$ cat src/rtl/sync_data_qualify.sv
// rtl/sync_data_qualify.sv - stability qualifier for a synchronized multi-bit bus with glitch counter
module sync_data_qualify #(
    parameter int unsigned       WIDTH         = 1,
    parameter int unsigned       STABLE_CYCLES = 4,
    parameter logic [WIDTH-1:0]  RESET_VALUE   = {WIDTH{1'b0}},
    parameter int unsigned       CNT_WIDTH     = 16
) (
    input  logic                 dest_clk,
    input  logic                 dest_rst_n,
    input  logic [WIDTH-1:0]     sync_in,
    input  logic                 glitch_clear,
    output logic [WIDTH-1:0]     data_out,
    output logic                 data_changed,
    output logic                 stable,
    output logic [CNT_WIDTH-1:0] glitch_count
);

    localparam int unsigned SW = $clog2(STABLE_CYCLES + 1);
    localparam logic [SW-1:0] STAB_MAX = SW'(STABLE_CYCLES);
    localparam logic [SW-1:0] STAB_ONE = SW'(1);
    localparam logic [CNT_WIDTH-1:0] CNT_ONE = CNT_WIDTH'(1);

    logic [WIDTH-1:0]     cand_q, cand_d;
    logic [SW-1:0]        stab_cnt_q, stab_cnt_d;
    logic [WIDTH-1:0]     data_out_q, data_out_d;
    logic                 data_changed_q, data_changed_d;
    logic                 stable_q, stable_d;
    logic [CNT_WIDTH-1:0] glitch_count_q, glitch_count_d;
    logic                 glitch_event;
    logic                 qualify;

    // Track the candidate, decide qualification and count abandoned candidates.
    always_comb begin
        cand_d         = cand_q;
        stab_cnt_d     = stab_cnt_q;
        data_out_d     = data_out_q;
        data_changed_d = 1'b0;
        glitch_count_d = glitch_count_q;

        if (sync_in != cand_q) begin
            cand_d     = sync_in;
            stab_cnt_d = STAB_ONE;
        end else if (stab_cnt_q < STAB_MAX) begin
            stab_cnt_d = stab_cnt_q + STAB_ONE;
        end

        // An unqualified candidate that differs from data_out is being abandoned;
        // falling back to data_out's value is not a transient.
        glitch_event = (sync_in != cand_q) && (stab_cnt_q < STAB_MAX) &&
                       (cand_q != data_out_q);

        qualify = (stab_cnt_d == STAB_MAX) && (cand_d != data_out_q);
        if (qualify) begin
            data_out_d     = cand_d;
            data_changed_d = 1'b1;
        end

        stable_d = (stab_cnt_d == STAB_MAX);

        // Clear wins over the old count but never swallows a same-cycle event.
        if (glitch_clear) begin
            glitch_count_d = glitch_event ? CNT_ONE : '0;
        end else if (glitch_event && (glitch_count_q != {CNT_WIDTH{1'b1}})) begin
            glitch_count_d = glitch_count_q + CNT_ONE;
        end
    end

    // State registers; reset discards any in-progress candidate and reports stable.
    always_ff @(posedge dest_clk) begin
        if (!dest_rst_n) begin
            cand_q         <= RESET_VALUE;
            stab_cnt_q     <= STAB_MAX;
            data_out_q     <= RESET_VALUE;
            data_changed_q <= 1'b0;
            stable_q       <= 1'b1;
            glitch_count_q <= '0;
        end else begin
            cand_q         <= cand_d;
            stab_cnt_q     <= stab_cnt_d;
            data_out_q     <= data_out_d;
            data_changed_q <= data_changed_d;
            stable_q       <= stable_d;
            glitch_count_q <= glitch_count_d;
        end
    end

    assign data_out     = data_out_q;
    assign data_changed = data_changed_q;
    assign stable       = stable_q;
    assign glitch_count = glitch_count_q;

endmodule

$ cat config.mk
export PLATFORM = sky130hd
export DESIGN_NAME = sync_data_qualify
export DESIGN_NICKNAME = d
export VERILOG_FILES = /design/src/rtl/sync_data_qualify.sv
export SDC_FILE = /design/constraint.sdc
export NUM_CORES = 1
export LEC_CHECK = 0
export ABC_AREA = 1
export CAP_MARGIN = 20
export CORE_MARGIN = 1.5
export CORE_UTILIZATION = 52
export DETAILED_ROUTE_END_ITERATION = 10
export PLACE_DENSITY = 0.77
export SLEW_MARGIN = 20
export SYNTH_ARGS = -nofsm -noshare
export SYNTH_HDL_FRONTEND = slang
export SYNTH_SLANG_ARGS = --single-unit
$ cat constraint.sdc
create_clock -name dest_clk -period 1.75 [get_ports dest_clk]
set_clock_uncertainty 0.1 [all_clocks]
set_input_delay 0.2625 -clock dest_clk [delete_from_list [all_inputs] [get_ports dest_clk]]
set_output_delay 0.2625 -clock dest_clk [all_outputs]
set_load 0.1 [all_outputs]
# Word level (Yosys, flattened, before mapping)
# Index checks and enable logic that the tools add are counted.
[classes] add_sub_neg=2 n_lt_le_gt_ge=1 eq_ne=5 mux=7 n_reduce_logical=5
[op_table] op="two-way mux 16 bit" n=2
[op_table] op="adder 16 x 1 -> 16 bit (second input constant)" n=1
[op_table] op="!= test 16 bit (second input constant)" n=1
[op_table] op="two-way mux 3 bit" n=2
[op_table] op="logical AND 1 bit" n=4
[op_table] op="adder 3 x 1 -> 3 bit (second input constant)" n=1
[op_table] op="== test 3 bit (second input constant)" n=1
[op_table] op="< comparator 3 bit (second input constant)" n=1
[op_table] op="two-way mux 1 bit" n=3
[op_table] op="!= test 1 bit" n=3
[op_table] op="nonzero test 2 bit" n=1
[word_totals] regBits=23 input_bits=4 output_inout_bits=19

# Depth between registers and ports, before layout
# Gate-level depths: netlist of run 1.
[depth] depth_word=6 ltp_mapped=10 ltp_nobuf=10

# Least setup slack after synthesis of run 1
# No wires, ideal clock.
[synth_path] kind="register to register" start="reg glitch_count_q[0] (netlist: glitch_count[0])" end="reg glitch_count_q[2] (netlist: glitch_count[2])" arrival_time_ps=2256 required_ps=1579 setup_slack_ps=-677 stages_incl_launch_ff=9 n_path_buf=1 synth_period_minus_slack_ps=2427 cell_sequence="dfxtp_1 > ha_1 > nand2_1 > nor2_4 > nand2_4 > o21ai_4 > buf_6 > nand3_1 > a21oi_1"
[synth_between] elab_chain_cells=3 elab_cells_between_ends=6 classes_between="1 x add/sub; 1 x eq/ne; 2 x mux; 2 x reduce/logical"
[synth_lines] item="start: declaration" line_no="28" source="logic [CNT_WIDTH-1:0] glitch_count_q, glitch_count_d;"
[synth_lines] item="start signal: assignment" line_no="83" source="glitch_count_q <= glitch_count_d;"
[synth_lines] item="adder 16 x 1 -> 16 bit / != test 16 bit (equally long branches)" line_no="64, 63"
[synth_lines] item="two-way mux 16 bit / logical AND 1 bit (equally long branches)" line_no="63" source="end else if (glitch_event && (glitch_count_q != {CNT_WIDTH{1'b1}})) begin"
[synth_lines] item="two-way mux 16 bit / nonzero test 2 bit (equally long branches)"
# Parallel ways exist; a longest one is shown, timed or not. The select of a mux whose other input is x is not followed.
# A chain may end at the register's enable or synchronous reset.

# Worst setup path in the final report of run 1
[layout_path] start="reg glitch_count_q[8] (netlist: glitch_count[8])" end="reg glitch_count_q[3] (netlist: glitch_count[3])"
[layout_between] elab_chain_cells=3
[layout_lines] item="!= test 16 bit" line_no="63"
[layout_lines] item="logical AND 1 bit" line_no="63"
[layout_lines] item="nonzero test 2 bit (no line)"
# No other way between the ends.

==> results.md, run 1 <==
* Outcome: complete, no violations
* Syn Area/Cell at between 6 and 7 um2
* Gate power share at 28.9%
* Wirelength per Cell at roughly 13 um
* Hold Path Depth at 2
* Leakage at roughly 0.84 nW
* Layout Utilization at 81.9%
* Most common cell after layout, fill and taps aside: nand2_1
* DRC viols at 0
* Hold Crit Start: glitch_count[15]
* Die height at approximately 54 um
* I/O pin count at 23
* TritonCTS Sinks at 23
* Int Power at ~0.75 mW
* Core Box Area at 2450 um2
* Clock network fraction of total power at a little over a fifth
* Final Max Tran Viols at 0
* Final-report hold violation count at 0
* Max FO, Critical Path at 9
* F_max at between 600 and 700 MHz
* Reg2reg start: glitch_count[8]
* Total power at between 1 and 1.5 mW
* Worst slew margin at approximately four fifths
* Pwr dens at between 500 and 600 nW/um2
* Global-route wire length before repair at around 5700 um
* Row cnt at 18
* Area contributors post-synth: dfxtp_1, nand2_1, nor2_1, nand3_1, inv_1
* Layout cells sized above 1 at about 27%
* Register clock-pin slew on the reported worst setup and hold paths at approximately 0.13 ns
* Synth area leader: dfxtp_1
* Switching share of power at around a third
* Routed Antenna Nets at 0
* Htree depth at 1
* Sequential Power Share at roughly half
* Worst-Skew Late Latency at about 0.32 ns
* Final period util at roughly 95%
* RSZ-0062 raised after global routing: true
* Total grt overflow at 0
* Syn nets at around 220
* Largest net degree at the start of global routing at 14
* Die width at around 54 um
* CP Capture Type: register
* Critical setup path kind: reg -> reg
* Root Buffer: clkbuf_4
* Die ar. at 2900 um2
* First-pass iteration count of the detailed router at 4
* Hold Crit Endpoint: glitch_count[15]
* Syn Inst Count at approximately 210
* Starting Density at a little over half
* Cell area after synthesis at 1340 um2
* Worst IR drop on VDD at roughly 0.73 mV
* Hold buffer count at cts at 0
* Most frequent cells in the layout: nand2_1, nor2_1, nand3_1, inv_1, buf_12
* Initial antenna violation count at 0
* Finish-stage setup viols at 0
* FF-to-FF setup slack at roughly 0.087 ns
* Vias per cell at approximately 5.3
* Starting DRC count in detailed routing at between 50 and 60
* Hold crit path type: reg -> reg
* Top cell type's share of synthesized area at 34.3%
* ANT cells at 0
* Final GP Congestion at between 0.9 and 1
* Slew at the pin with the worst max-slew slack at about 0.32 ns
* NumNets Final at approximately 260
* All-layer global routing usage at about a quarter
* Count of state elements after synthesis at 23
* Via count of the first global-routing pass at roughly 1400
* Count of cell types in the netlist at 24
* YS warnings at 0
* CP Launch Type: register
* HPWL Detailed at ~2800 um
* Sequential share of the synthesized area at 34.3%
* CTS tree: built
* Routed WL at 3620 um
* CTS Buf Count at 3
* Layout area overhead at 49.5%
* IO buf count at 22
* Required time worst endpoint at ~1.9 ns
* Setup TNS at 0 ns
* R2R Path End: glitch_count[3]
* Switching pwr at ~0.4 mW
* Via count at between 1000 and 1500
* Clock Tree Buf Depth at 2
* Max Cap Violations at 0
* R2r worst-path depth at 7
* Minimum clock period at 1.66 ns
* Worst Path Arrival at approximately 1.8 ns
-- power groups by stage --
stage	Clock (mW)	Sequential (mW)	Combinational, mW
floorplan	0	0.660	0.101
global placement	0	0.576	0.311
detailed placement	0	0.577	0.318
CTS	0.256	0.565	0.319
global route	0.272	0.569	0.353
finish	0.250	0.565	0.332
-- cell families (layout without fill, tap and decap cells) --
| logic type | after synthesis | after routing | synth area share [%] |
|---|---|---|---|
| flip-flops | 23 | 23 | 34.3 |
| AND/OR/NAND/NOR | 128 | 128 | 41.0 |
| buffers and inverters | 27 | 67 | 8.10 |
| XOR/XNOR | 7 | 7 | 4.56 |
| AO/OA/AOI/OAI | 19 | 19 | 8.38 |
| adder cells (fa/ha/maj) | 4 | 4 | 3.72 |
-- critical path: stages, from the launching register on --
cell and delay [ns]:
dfxtp_4 0.41, nand2_1 0.13, nor2_2 0.16, nand2_1 0.13, o21ai_4 0.26, buf_6 0.18
nand3_1 0.07, a21oi_1 0.15
-- metal layers --
layer / GRT usage (%) / vias to the layer above / routed length [um]
li1: - / 740 / -
met1: 31.3 / 681 / 1500
met2: 49.0 / 48 / 1870
met3: 3.06 / 9 / 180
met4: 10.3 / 0 / 61
met5: 0 / - / 0
-- cell usage after synthesis --
cell / count
nand2_1: 56
nor2_1: 35
nand3_1: 26
dfxtp_1: 23
inv_1: 22
a21oi_1: 11
xor2_1: 6
ha_1: 4
clkbuf_1: 3
nand4_1: 3
nor3_1: 3
o21ai_0: 3
o21bai_1: 2
a31oi_1: 1
buf_6: 1
clkinv_1: 1
nand2_2: 1
nand2_4: 1
nor2_2: 1
nor2_4: 1
nor3_2: 1
o21ai_1: 1
o21ai_4: 1
xnor2_1: 1
-- worst max-delay path by stage --
stage | start | to | slack, ns | cells after the start
2_1_floorplan | glitch_count[1] | glitch_count[10] | 0.003 | 9
3_3_place_gp | sync_in | glitch_count[13] | -0.22 | 10
3_5_place_dp | sync_in | glitch_count[12] | -0.26 | 9
4_1_cts | cand_q | glitch_count[3] | 0.03 | 9
5_1_grt | cand_q | glitch_count[13] | -0.008 | 10
6_report | glitch_count[8] | glitch_count[3] | 0.09 | 7
-- state kept, by name, summed over array words and instances, names as in the netlist --
name,cells
glitch_count,16
data_changed,1
stable,1
data_out,1
cand_q,1
stab_cnt_q,3
-- timing repair --
action                     in CTS  in global routing
setup endpoints to repair       0                 18
gates resized for setup         0                  6
setup buffers                   0                  4
-- stage by stage --
stage,setup WS [ns],area [um2],cells,hold slack [ns]
after global routing,-0.00751,2010,278,0.414
final,0.0868,2010,278,0.409
after detailed placement,-0.262,1930,270,0.389
after CTS,0.0301,1960,274,0.409
after global placement,-0.222,1930,270,0.383
after floorplan,0.00349,1400,208,0.326
-- layout make-up --
| cell class | count | area (um2) |
|---|---|---|
| multi-input cells | 158 | 801 |
| flip-flops and latches | 23 | 508 |
| well taps | 30 | 37.5 |
| inverters | 23 | 86.3 |
| clock buffers | 3 | 22.5 |
| fillers | 157 | 445 |
| repair buffers | 40 | 549 |
| clock inverters | 1 | 5.00 |
No activity file was read; power rests on OpenSTA's default activity.
==> run 2, diff against run 1 <==
--- a/config.mk
+++ b/config.mk
@@ -7,11 +7,12 @@
 export LEC_CHECK = 0
 export ABC_AREA = 1
 export CAP_MARGIN = 20
-export CORE_MARGIN = 1.5
+export CORE_MARGIN = 2
 export CORE_UTILIZATION = 52
 export DETAILED_ROUTE_END_ITERATION = 10
 export PLACE_DENSITY = 0.77
-export SLEW_MARGIN = 20
+export REMOVE_ABC_BUFFERS = 1
+export SLEW_MARGIN = 30
 export SYNTH_ARGS = -nofsm -noshare
 export SYNTH_HDL_FRONTEND = slang
 export SYNTH_SLANG_ARGS = --single-unit
==> run 2 against run 1 <==
The flow now finishes with violations (setup timing). Die area up 3.7%. Combinational power up 16%. Global-route usage up 2.9 points. Hold slack worse by 0.037 ns. Register-to-register slack worse by 0.20 ns. Sequential power up 1%. Fmax down 11%. Flip-flop and latch count unchanged. Sequential share of layout area down 3.9 points. Wire length up 33%. Via count up 17%. Critical endpoint is now glitch_count[14]. Largest power group unchanged.
==> results.md, run 2 (synthesized netlist as in run 1, its figures left out) <==
* Outcome: complete, but fails checks
* Failing checks: setup timing
* HPWL Detailed at 3070 um (+11%)
* Die width at 54.8 um (+1.9%)
* Hold Slack at 0.372 ns (-0.0369 ns)
* Largest net degree at the start of global routing at 13 (-1)
* Multi-input logic area at 826 um2 (+3.1%)
* Most common cell after layout, fill and taps aside: nand2_1
* Final WS setup at -0.116 ns (-0.202 ns)
* TritonCTS Sinks at 23 (unchanged)
* Required time worst endpoint at 1.89 ns (about the same)
* Switching pwr at 0.435 mW (+9.5%)
* Worst Path Arrival at 2.01 ns (+0.20 ns)
* Register area at 464 um2 (-8.6%)
* Layout cells sized above 1 at 29.9% (+2.5 points)
* Dpl cells at 291 (+7.8%)
* Clock network fraction of total power at 21.9% (about the same)
* Gate power share at 31.4% (+2.5 points)
* Die ar. at 3010 um2 (+3.7%)
* Buf+Inv Stages, Crit Path at 2 (+1)
* Worst-Skew Late Latency at 0.33 ns (about the same)
* Sequential Power Share at 46.7% (-2.6 points)
* Worst IR drop on VDD at 0.597 mV (-18%)
* FF-to-FF setup slack at -0.12 ns (-0.20 ns)
* Htree depth at 1 (unchanged)
* Layout area overhead at 61.4%
* Slew at the pin with the worst max-slew slack at 0.386 ns (+0.0625 ns)
* Total power at 1.22 mW (+6.6%)
* Worst slew margin at 74.2% (-4.0 points)
* Delay-heaviest family, CP: simple AND/OR/NAND/NOR gates
* All-layer global routing usage at 29.6% (+2.9 points)
* Final period util at 107% (+12 points)
* Routed Antenna Nets at 0 (unchanged)
* Leakage at 0.955 nW (+14%)
* Critical setup path kind: reg -> reg
* Via count at 1729 (+17%)
* CTS Buf Count at 3 (unchanged)
* Wirelength per Cell at 15.9 um (+23%)
* CTS tree: built
* Root Buffer: clkbuf_4
* I/O pin count at 23 (unchanged)
* Final GP Congestion at 0.975 (+7.6%)
* Max FO, Critical Path at 3 (-6)
* Minimum clock period at 1.87 ns (+0.202 ns)
* Post-route insts no fill at 301 (+8.3%)
* Critical-path top delay cell: dfxtp_2
* F_max at 536 MHz (-11%)
* Initial antenna violation count at 0 (unchanged)
* Starting Density at 54.7% (unchanged)
* Pwr dens at 564 nW/um2 (-1.2%)
* Final Max Tran Viols at 0 (unchanged)
* Int Power at 0.788 mW (+5.1%)
* Routed WL at 4800 um (+33%)
* Starting DRC count in detailed routing at 126 (+110%)
* Final-report hold violation count at 0 (unchanged)
* CP Launch Type: register
* Row cnt at 18 (unchanged)
* Max Cap Violations at 0 (unchanged)
* Total grt overflow at 0 (unchanged)
* Placed cell area at 2030 um2 (+5.1%)
* Global-route wire length before repair at 6310 um (+11%)
* Finish-stage setup viols at 2 (+2)
* Most frequent cells in the layout: nand2_1, buf_4, nor2_1, nand3_1
* ANT cells at 0 (unchanged)
* Vias per cell at 5.74 (+8.0%)
* Finished Cell Area at 2170 um2 (+7.9%)
* Crit path largest cell delay at 0.39 ns (-0.02 ns)
* Register clock-pin slew on the reported worst setup and hold paths at 0.14 ns (about the same)
* Via count of the first global-routing pass at 1443 (+6.3%)
* Hold crit path type: in -> reg
* DRC viols at 0 (unchanged)
* Core Box Area at 2450 um2 (unchanged)
* Switching share of power at 35.6% (+0.93 points)
* Die height at 54.8 um (+1.9%)
* CP Capture Type: register
* Clock Tree Buf Depth at 2 (unchanged)
* CP Cell Sequence: ha_4, buf_4, nand3_1, nor2_1, nand4_1, nand3_1, nand2_1, inv_1, nor2_1
* Largest register FFs at 16 (unchanged)
* IO buf count at 22 (unchanged)
* Layout fillers at 106 (-32%)
* First-pass iteration count of the detailed router at 6 (+2)
* NumNets Final at 280 (+8.9%)
[run 2: cell count changes in the layout (fill, tap and decap cells not counted), moves of 2 or more]
cell     change
dfxtp_1     +15
nand2_2      +2
dfxtp_2      -5
a21oi_1      -2
a21oi_2      +2
buf_4       +22
nand2_1      -2
dfxtp_4     -10
[run 2: power groups by stage]
stage                     clock network [mW]  registers [mW]  logic (mW)
after floorplan                            0           0.671      0.0949
after global placement                     0           0.576       0.333
after detailed placement                   0           0.579       0.342
after CTS                              0.256           0.567       0.347
after global routing                   0.288           0.573       0.403
final                                  0.268           0.571       0.384
[run 2: cell type report]
| class | instances | area share [%] |
|---|---|---|
| sequential | 23 | 21.4 |
| timing repair buffer | 63 | 33.6 |
| clock buffer | 4 | 1.21 |
| inverter | 23 | 3.98 |
| multi-input combinational | 158 | 38.1 |
| tap | 30 | 1.73 |
[run 2: routing by layer]
layer  vias to the layer above  GRT usage, %  routed length [um]
met5                         -             0                   0
met4                         0          13.3                 293
met3                        37          3.83                 460
met2                       126          47.8                2270
met1                       781          38.9                1770
li1                        785             -                   -
[run 2: path summary, 6_finish.rpt]
check / start / endpoint / cells past startpoint
min reg2reg: glitch_count[11] / glitch_count[11] / 3
max reg2reg: glitch_count[0] / glitch_count[14] / 9
max: glitch_count[0] / glitch_count[14] / 9
min: sync_in / cand_q / 4
[run 2: repair_timing]
item	CTS	global route
setup buffers	0	6
setup endpoints to repair	1	19
resized for setup	1	19
pin swaps	1	9
hold buffers	0	0
[run 2: through the flow]
| step | util [%] | TNS (ns) | setup WS (ns) |
|---|---|---|---|
| after floorplan | - | -11.17 | -0.743 |
| after global placement | 82.8 | -4.04 | -0.247 |
| after detailed placement | 82.8 | -5.62 | -0.327 |
| after CTS | 84.0 | 0 | 0.00675 |
| after global routing | 88.3 | -0.424 | -0.193 |
| final | 88.3 | -0.143 | -0.116 |
[run 2: worst min-delay path: stages]
cell and delay, ns:
dlymetal6s2s_1 0.17, ha_4 0.15, nor2_1 0.05, nor2_1 0.12
==> run 3, diff against run 2 <==
--- a/config.mk
+++ b/config.mk
@@ -12,7 +12,7 @@
 export DETAILED_ROUTE_END_ITERATION = 10
 export PLACE_DENSITY = 0.77
 export REMOVE_ABC_BUFFERS = 1
-export SLEW_MARGIN = 30
+export SLEW_MARGIN = 20
 export SYNTH_ARGS = -nofsm -noshare
 export SYNTH_HDL_FRONTEND = slang
 export SYNTH_SLANG_ARGS = --single-unit
==> constraint.sdc (replaced) <==
create_clock -name dest_clk -period 1.75 [get_ports dest_clk]
set_clock_uncertainty 0.1 [all_clocks]
set_input_delay 0.35 -clock dest_clk [delete_from_list [all_inputs] [get_ports dest_clk]]
set_output_delay 0.35 -clock dest_clk [all_outputs]
set_load 0.1 [all_outputs]
==> run 3 against run 2 <==
The flow now finishes without violations. Hold slack improved by 0.15 ns. Wire length is 4.3% lower. Utilization fell by 1.3 points. Clock-buffer cell count unchanged. Largest power group unchanged.
==> results.md, run 3 (synthesized netlist as in run 1, its figures left out) <==
* Register clock-pin slew on the reported worst setup and hold paths at 0.13 ns (about the same)
* GRT Max-Usage Layer: met2
* Worst IR drop on VDD at 0.645 mV (+8.1%)
* First-pass iteration count of the detailed router at 6 (unchanged)
* Layout cells sized above 1 at 29.0% (-0.89 points)
* CP Cell Sequence: nand2_1, nor2_2, nand2_4, o21ai_2, buf_4, nand3_1, nand2_1, inv_1
* Total power at 1.21 mW (-1.2%)
* Max FO, Critical Path at 5 (+2)
* Most frequent cells in the layout: nand2_1, nor2_1, buf_4, nand3_1
* DRC viols at 0 (unchanged)
* Die width at 54.8 um (unchanged)
* Critical-path top delay cell: dfxtp_1
* Layout fillers at 122 (+15%)
* Finish-stage setup viols at 0 (-2)
* Final GP Congestion at 0.950 (-2.6%)
* Crit path largest cell delay at 0.42 ns (+0.03 ns)
* Largest net degree at the start of global routing at 13 (unchanged)
* Starting Density at 54.7% (unchanged)
* Routed Antenna Nets at 0 (unchanged)
* Final Max Tran Viols at 0 (unchanged)
* Setup slack at placement at -0.395 ns (-0.0676 ns)
* All-layer global routing usage at 31.4% (+1.8 points)
* Slew at the pin with the worst max-slew slack at 0.360 ns (-0.0256 ns)
* Routed WL at 4590 um (-4.3%)
* Post-route insts no fill at 299 (-0.66%)
* Outcome: complete, no violations
* Hold Slack at 0.521 ns (+0.149 ns)
* Wirelength per Cell at 15.3 um (-3.7%)
* HPWL Detailed at 2920 um (-4.8%)
* Worst Path Arrival at 1.88 ns (-0.13 ns)
* Most common cell after layout, fill and taps aside: nand2_1
* IO buf count at 22 (unchanged)
* Met2 global-route usage at 48.6% (+0.79 points)
* Clock Tree Buf Depth at 2 (unchanged)
* Minimum clock period at 1.74 ns (-0.124 ns)
* I/O pin count at 23 (unchanged)
* Total grt overflow at 0 (unchanged)
* Leakage at 0.935 nW (-2.1%)
* Core Box Area at 2450 um2 (unchanged)
* Placed cell area at 2030 um2 (unchanged)
* Gate power share at 30.9% (-0.5 points)
* Finished Cell Area at 2140 um2 (-1.5%)
* Final WS setup at 0.00799 ns (+0.124 ns)
* NumNets Final at 278 (-0.71%)
* CP Launch Type: register
* Final period util at 99.5% (-7.1 points)
* Buf+Inv Stages, Crit Path at 2 (unchanged)
* Clock network fraction of total power at 21.9% (about the same)
* Delay-heaviest family, CP: simple AND/OR/NAND/NOR gates
* Most frequent CP cell: nand2_1
* Int Power at 0.779 mW (-1.2%)
* CP Capture Type: register
* Via count of the first global-routing pass at 1506 (+4.4%)
* Root Buffer: clkbuf_4
* Starting DRC count in detailed routing at 118 (-6.3%)
* Final-report hold violation count at 0 (unchanged)
* Worst-Skew Late Latency at 0.32 ns (about the same)
* Layout Utilization at 87.0% (-1.3 points)
* Via count at 1731 (+0.12%)
* ANT cells at 0 (unchanged)
* Dpl cells at 291 (unchanged)
* Met3 Resource Use GR at 6.83% (+3.0 points)
* Worst slew margin at 75.9% (+1.7 points)
* TritonCTS Sinks at 23 (unchanged)
* Die height at 54.8 um (unchanged)
* Largest register FFs at 16 (unchanged)
* Switching share of power at 35.5% (-0.050 points)
* Vias per cell at 5.79 (+0.79%)
* Layout area overhead at 58.9%
* CTS Buf Count at 3 (unchanged)
* Die ar. at 3010 um2 (unchanged)
* CTS tree: built
* Met1 Usage GRT at 41.0% (+2.1 points)
* Required time worst endpoint at 1.89 ns (about the same)
* Htree depth at 1 (unchanged)
* Row cnt at 18 (unchanged)
* F_max at 574 MHz (+7.1%)
* Pwr dens at 566 nW/um2 (+0.27%)
* Max Cap Violations at 0 (unchanged)
* Global-route wire length before repair at 6690 um (+6.0%)
* Initial antenna violation count at 0 (unchanged)
* Hold crit path type: reg -> reg
* Sequential Power Share at 47.2% (+0.5 points)
* Setup TNS at 0 ns (+0.143 ns)
* Critical setup path kind: reg -> reg
* Switching pwr at 0.429 mW (-1.4%)
==> run 3: layout make-up <==
type	instances	area [um2]	share of cell area, %
inverter	23	86.3	4.04
tap	30	37.5	1.76
multi-input combinational	160	827	38.7
sequential	23	464	21.7
timing repair buffer	59	694	32.5
clock buffer	4	26.3	1.23
==> run 3: tightest hold or removal path, cell delays in order (launching register included) <==
cell     delay [ns]
dfxtp_1        0.34
buf_4          0.15
nand2_1        0.06
nand2_1        0.04
==> run 3: power by group through the flow <==
stage	Sequential [mW]	Clock (mW)	Combinational (mW)
2_1_floorplan	0.671	0	0.0949
3_3_place_gp	0.576	0	0.332
3_5_place_dp	0.579	0	0.341
4_1_cts	0.568	0.255	0.349
5_1_grt	0.572	0.286	0.395
6_report	0.570	0.265	0.374
==> run 3: metal layers <==
| metal | vias up | wire length, um |
|---|---|---|
| li1 | 786 | - |
| met1 | 762 | 1670 |
| met2 | 142 | 2020 |
| met3 | 41 | 571 |
| met4 | 0 | 325 |
| met5 | - | 0 |
==> run 3: final timing paths <==
path               startpoint               end  slack [ns]  depth (start not counted)
min reg2reg  glitch_count[11]  glitch_count[11]        0.52                          3
max reg2reg   glitch_count[7]  glitch_count[10]       0.008                          8
min          glitch_count[11]  glitch_count[11]        0.52                          3
max           glitch_count[7]  glitch_count[10]       0.008                          8
==> run 3: what timing repair did <==
item / CTS / global route
hold endpoints to repair: 0 / 0
resized for setup: 5 / 12
cloned: 1 / 1
buffers inserted: 0 / 2
hold buffers: 0 / 0
pin swaps: 2 / 7
setup endpoints to repair: 18 / 17
